### src/rtl/adder_err_sweep.sv
// Exhaustive sweep controller that scores an external approximate adder against the exact sum.
// Define ERR_SWEEP_BITFLIP_EN to add per-sum-bit mismatch counters on bit_err_cnt.

module adder_err_sweep #(
   parameter int WIDTH = 8,
   parameter int CNT_W = 2*WIDTH+1,
   parameter int ACC_W = 3*WIDTH+1
) (
   input  logic             clk,
   input  logic             rst,
   input  logic             start,
   output logic             busy,
   output logic             done,
   output logic [WIDTH-1:0] dut_a,
   output logic [WIDTH-1:0] dut_b,
   input  logic [WIDTH:0]   dut_sum,
   output logic [CNT_W-1:0] err_count,
   output logic [WIDTH:0]   max_abs_err,
   output logic [ACC_W-1:0] sum_abs_err,
   output logic [WIDTH-1:0] worst_a,
   output logic [WIDTH-1:0] worst_b
`ifdef ERR_SWEEP_BITFLIP_EN
   ,
   output logic [(WIDTH+1)*CNT_W-1:0] bit_err_cnt
`endif
);

   typedef enum logic [1:0] {IDLE, SWEEP, DRAIN, DONE} state_e;

   localparam logic [WIDTH-1:0] OP_ONE  = 1;
   localparam logic [WIDTH-1:0] OP_MAX  = '1;
   localparam logic [CNT_W-1:0] CNT_ONE = 1;

   state_e           state_q, state_d;
   logic             startAccept, sweepStep, lastVec;
   logic             drainCnt_q;
   logic [WIDTH-1:0] a_q, b_q;
   logic             s1Valid_q;
   logic [WIDTH:0]   s1Sum_q, s1Exact_q;
   logic [WIDTH-1:0] s1A_q, s1B_q;
   logic [WIDTH:0]   exactSum, absErr;
   logic [CNT_W-1:0] errCount_q;
   logic [WIDTH:0]   maxErr_q;
   logic [ACC_W-1:0] sumErr_q;
   logic [WIDTH-1:0] worstA_q, worstB_q;

   assign lastVec  = (a_q == OP_MAX) && (b_q == OP_MAX);
   assign exactSum = {1'b0, a_q} + {1'b0, b_q};
   assign absErr   = (s1Sum_q >= s1Exact_q) ? (s1Sum_q - s1Exact_q) : (s1Exact_q - s1Sum_q);

   always_ff @(posedge clk or posedge rst) begin
      if (rst) begin
         state_q <= IDLE;
      end else begin
         state_q <= state_d;
      end
   end

   // DRAIN lasts two cycles so the final vector clears both pipeline stages before done.
   always_comb begin
      state_d = state_q;
      case (state_q)
         IDLE:    if (start) state_d = SWEEP;
         SWEEP:   if (lastVec) state_d = DRAIN;
         DRAIN:   if (drainCnt_q) state_d = DONE;
         DONE:    if (start) state_d = SWEEP;
         default: state_d = IDLE;
      endcase
   end

   always_comb begin
      busy        = 1'b0;
      done        = 1'b0;
      startAccept = 1'b0;
      sweepStep   = 1'b0;
      case (state_q)
         IDLE:    startAccept = start;
         SWEEP:   begin busy = 1'b1; sweepStep = 1'b1; end
         DRAIN:   busy = 1'b1;
         DONE:    begin done = 1'b1; startAccept = start; end
         default: ;
      endcase
   end

   // Stage 1 captures the presented vector; stage 2 folds it into the metrics.
   always_ff @(posedge clk or posedge rst) begin
      if (rst) begin
         drainCnt_q <= 1'b0;
         a_q        <= '0;
         b_q        <= '0;
         s1Valid_q  <= 1'b0;
         s1Sum_q    <= '0;
         s1Exact_q  <= '0;
         s1A_q      <= '0;
         s1B_q      <= '0;
         errCount_q <= '0;
         maxErr_q   <= '0;
         sumErr_q   <= '0;
         worstA_q   <= '0;
         worstB_q   <= '0;
      end else if (startAccept) begin
         drainCnt_q <= 1'b0;
         a_q        <= '0;
         b_q        <= '0;
         s1Valid_q  <= 1'b0;
         errCount_q <= '0;
         maxErr_q   <= '0;
         sumErr_q   <= '0;
         worstA_q   <= '0;
         worstB_q   <= '0;
      end else begin
         s1Valid_q  <= sweepStep;
         drainCnt_q <= (state_q == DRAIN) ? ~drainCnt_q : 1'b0;
         if (sweepStep) begin
            s1Sum_q   <= dut_sum;
            s1Exact_q <= exactSum;
            s1A_q     <= a_q;
            s1B_q     <= b_q;
            if (!lastVec) begin
               b_q <= b_q + OP_ONE;
               if (b_q == OP_MAX) a_q <= a_q + OP_ONE;
            end
         end
         if (s1Valid_q) begin
            if (absErr != '0) errCount_q <= errCount_q + CNT_ONE;
            sumErr_q <= sumErr_q + {{(ACC_W-WIDTH-1){1'b0}}, absErr};
            if (absErr > maxErr_q) begin
               maxErr_q <= absErr;
               worstA_q <= s1A_q;
               worstB_q <= s1B_q;
            end
         end
      end
   end

   assign dut_a       = a_q;
   assign dut_b       = b_q;
   assign err_count   = errCount_q;
   assign max_abs_err = maxErr_q;
   assign sum_abs_err = sumErr_q;
   assign worst_a     = worstA_q;
   assign worst_b     = worstB_q;

`ifdef ERR_SWEEP_BITFLIP_EN
   logic [CNT_W-1:0] bitCnt_q [WIDTH+1];

   always_ff @(posedge clk or posedge rst) begin
      if (rst) begin
         for (int k = 0; k <= WIDTH; k++) bitCnt_q[k] <= '0;
      end else if (startAccept) begin
         for (int k = 0; k <= WIDTH; k++) bitCnt_q[k] <= '0;
      end else if (s1Valid_q) begin
         for (int k = 0; k <= WIDTH; k++) begin
            if (s1Sum_q[k] != s1Exact_q[k]) bitCnt_q[k] <= bitCnt_q[k] + CNT_ONE;
         end
      end
   end

   for (genvar g = 0; g <= WIDTH; g++) begin : gBitOut
      assign bit_err_cnt[g*CNT_W +: CNT_W] = bitCnt_q[g];
   end
`endif

endmodule

### config.mk
export PLATFORM = sky130hd
export DESIGN_NAME = adder_err_sweep
export DESIGN_NICKNAME = d
export VERILOG_FILES = /design/src/rtl/adder_err_sweep.sv
export SDC_FILE = /design/constraint.sdc
export NUM_CORES = 1
export LEC_CHECK = 0
export CAP_MARGIN = 20
export CORE_MARGIN = 2
export CORE_UTILIZATION = 35
export CTS_BUF_LIST = sky130_fd_sc_hd__clkbuf_8
export CTS_CLUSTER_SIZE = 24
export DETAILED_ROUTE_END_ITERATION = 7
export PLACE_DENSITY = 0.54
export SKIP_LAST_GASP = 1
export SLEW_MARGIN = 20
export SYNTH_ARGS = -nofsm -noshare
export SYNTH_HDL_FRONTEND = slang
export SYNTH_SLANG_ARGS = --single-unit
### constraint.sdc
create_clock -name clk -period 4.3 [get_ports clk]
set_clock_uncertainty 0.2 [all_clocks]
set_input_delay 1.075 -clock clk [delete_from_list [all_inputs] [get_ports clk]]
set_output_delay 1.075 -clock clk [all_outputs]
set_load 0.005 [all_outputs]
==> impl_metrics.toml <==
[power_and_ir_drop]
cellPowerDensity_mw_per_mm2 = 890.7
p_leak_nw = 4.082
fin_total_pwr_mw = 8.142
ir_worst_vdd_uv = 464.9

[clock_network]
cts_made_buffers = 17
clkSlewWorstSetupHoldPaths_ns = 0.08
clock-sinks = 121
worstSkewPairLatency_ns = 0.46
cts_max_path_buffers = 2
cts_tree = "done"
root_buffer = "clkbuf_8"
htree_num_levels = 4

[synthesis]
synthFlopType = "dfrtp_1"
syn_area_mm2 = 0.007134
syn_nets = 806
synth_edf_count = 0
ys_types = 49
async_flop_share = 1.000
avgSynthCellArea_um2 = 9.667
synthCells = 738
yosysWarnings = 0
yosys_register_bits = 121
ys_seq_area_frac = 0.4244

[route]
drc = 0
ant_nets = 0
wl_per_cell_um = 16.32
drt_pass1_iterations = 5
drt_iter0_markers = 314
vias = 5775
routed_wl_um = 18520
vias_per_cell = 5.088

[timing]
setup_viol = 0
setup_slack_ns = 0.1719
hold-worst-slack_ns = 0.3120
tns_ns = 0
max_slew_margin = 0.5338
timing.final.crit_share = 0.9600
hold_violations = 0
rsz0062_at_grt = "yes"
tightest_slew_ns = 0.6993
slew_viol_final = 0
min_period_ns = 4.128
fmax_mhz = 242.2

[die]
rows = 52
initial_core_util = 0.3549
die-area_mm2 = 0.02154
die_w_um = 146.8
num_io_pins = 97
die_y_um = 146.8
core_area_mm2 = 0.02010

[place]
place_area_mm2 = 0.008566
place.gp.congestion = 0.8470
io_buffers = 96
post-place-ws_ns = -0.01193
hpwl_um = 12850

[global_routing]
grt_pass1_vias = 5932
grt_max_degree = 122
grt_pass1_wl_um = 30390
grt_antenna_before_repair = 0
grt_use_total = 0.1754
grt_overflow = 0

[critical_path]
path_depth = 16
worstSetupStartpointType = "register"
slowest_stage = "a2111oi_4"
cp.required_ns = 4.44
crit_fanout = 9
path_cells = "ha_1 -> nand4_1 -> o21bai_2 -> nor4_4 -> buf_6 -> mux2_4 -> fa_2 -> a21o_1 -> a21o_1 -> a2111oi_4 -> o41ai_4 -> a21oi_2 -> buf_12 -> nor3_1 -> xnor2_1 -> nor2_1"
crit_arrival_ns = 4.27
path_buf_inv = 2
r2r_cells = 16
crit_type = "reg -> reg"
cpLargestDelayFamily = "compound AO/OA/AOI/OAI gates"
r2r-start = "s1Sum_q[8]"
r2r-end = "sum_abs_err[20]"
cpPeakStageDelay_ns = 0.40
cp_common_cell = "a21o_1"
critPathCaptureType = "register"
r2r_slack_ns = 0.17

[finish]
drive_gt1_frac = 0.1353
multiInputGateArea_mm2 = 0.003994
num_antenna_cells = 0
syn2layout_area_growth_pct = 28.13
final_nets = 920
n_fill_cell = 1914
seq_area_mm2 = 0.003029
final_area_mm2 = 0.009141

[run_status]
outcome = "completed"

[min_path]
hold_end = "s1B_q[2]"
hold_depth = 1
hp-start = "s1B_q[2]"
min_path_type = "reg -> reg"

[flow_run]
drv_cap = 0
[kinds of logic after synthesis]
kind of cell	after synthesis	synth area share
buffers and inverters	80	0.04612
multiplexers	60	0.08751
XOR/XNOR	50	0.06138
adder cells (fa/ha/maj)	56	0.1024
AND/OR/NAND/NOR	239	0.1626
AO/OA/AOI/OAI	132	0.1156
flip-flops	121	0.4244
[metal layers]
metal	up-vias	global-route usage	part of all wire
li1	2790	-	-
met1	2844	0.2311	0.47
met2	119	0.2791	0.47
met3	22	0.05155	0.046
met4	0	0.05583	0.014
met5	-	0	0
[cell type report]
class | instances | area share
timing repair buffer | 127 | 0.1351
clock inverter | 15 | 0.01396
tap | 270 | 0.03696
inverter | 48 | 0.02012
multi-input combinational | 537 | 0.4369
clock buffer | 17 | 0.02560
sequential | 121 | 0.3314
[worst max path at each step]
stage	from	to
after floorplan	s1Sum_q[4]	max_abs_err[3]
after global placement	s1Sum_q[2]	sum_abs_err[24]
after detailed placement	s1Sum_q[2]	sum_abs_err[18]
after CTS	s1Sum_q[2]	sum_abs_err[13]
after global routing	s1Sum_q[1]	sum_abs_err[20]
final	s1Sum_q[8]	sum_abs_err[20]
[synthesized netlist by cell type, types with 5 or more instances]
master    count  area share
dfrtp_1     121        0.42
nor2_1       78       0.041
nand2_1      54       0.028
ha_1         52       0.091
o21ai_0      50       0.035
inv_1        48       0.025
mux2i_1      41       0.058
xnor2_1      30       0.037
a21oi_1      28       0.020
nor3_1       22       0.015
xor2_1       20       0.025
mux2_2       19       0.030
clkbuf_1     18      0.0095
nand3_1      17       0.012
a22o_1       14       0.017
a21o_1       12       0.013
nand4_1      11      0.0096
nor2b_1       9      0.0079
and3_1        8      0.0070
or3_1         7      0.0061
buf_1         6      0.0032
nor4_1        6      0.0053
buf_2         5      0.0035
nand3b_1      5      0.0053
[stage by stage]
stage               cells    util
finish               1135  0.4547
global route         1135  0.4547
CTS                  1129  0.4445
detailed placement   1097  0.4261
global placement     1097  0.4261
floorplan             738       -
[report_power, final]
group / leakage (nW) / total [mW] / switching (mW) / internal (mW)
Sequential: 1.64 / 1.56 / 0.204 / 1.35
Clock: 0.181 / 0.969 / 0.552 / 0.418
Combinational: 2.26 / 5.62 / 3.06 / 2.55
[state kept, by name, indices dropped and copies added, names as in the netlist]
register / flops
worst_a: 8
drainCnt_q: 1
dut_a: 8
s1B_q: 8
s1Valid_q: 1
worst_b: 8
err_count: 17
state_q: 2
s1A_q: 8
s1Sum_q: 9
dut_b: 8
sum_abs_err: 25
max_abs_err: 9
s1Exact_q: 9
[timing repair]
item / 4_1_cts / 5_1_grt
buffers inserted: 0 / 6
gates cloned: 0 / 0
pin swaps: 0 / 10
gates resized for setup: 2 / 25
hold buffers: 0 / 0
setup endpoints to repair: 8 / 42
[cells in the final DEF (no fill, tap or decap), types with 5 or more instances in the layout]
| cell | Yosys | final |
|---|---|---|
| nor2b_1 | 9 | 9 |
| mux2_2 | 19 | 18 |
| clkdlybuf4s50_1 | 0 | 96 |
| ha_1 | 52 | 43 |
| inv_1 | 48 | 46 |
| a22o_1 | 14 | 14 |
| ha_4 | 0 | 6 |
| nand3_1 | 17 | 17 |
| nor3_1 | 22 | 21 |
| dfrtp_1 | 121 | 120 |
| or3_1 | 7 | 7 |
| and3_1 | 8 | 8 |
| inv_6 | 0 | 9 |
| nand2_1 | 54 | 54 |
| xor2_1 | 20 | 19 |
| xnor2_1 | 30 | 28 |
| a21oi_1 | 28 | 24 |
| o21ai_0 | 50 | 49 |
| nor2_1 | 78 | 78 |
| buf_4 | 0 | 27 |
| a21o_1 | 12 | 12 |
| nand4_1 | 11 | 11 |
| mux2i_1 | 41 | 40 |
| clkbuf_8 | 0 | 17 |
| nand3b_1 | 5 | 5 |
| nor4_1 | 6 | 5 |
No activity file was read; power rests on OpenSTA's default activity.
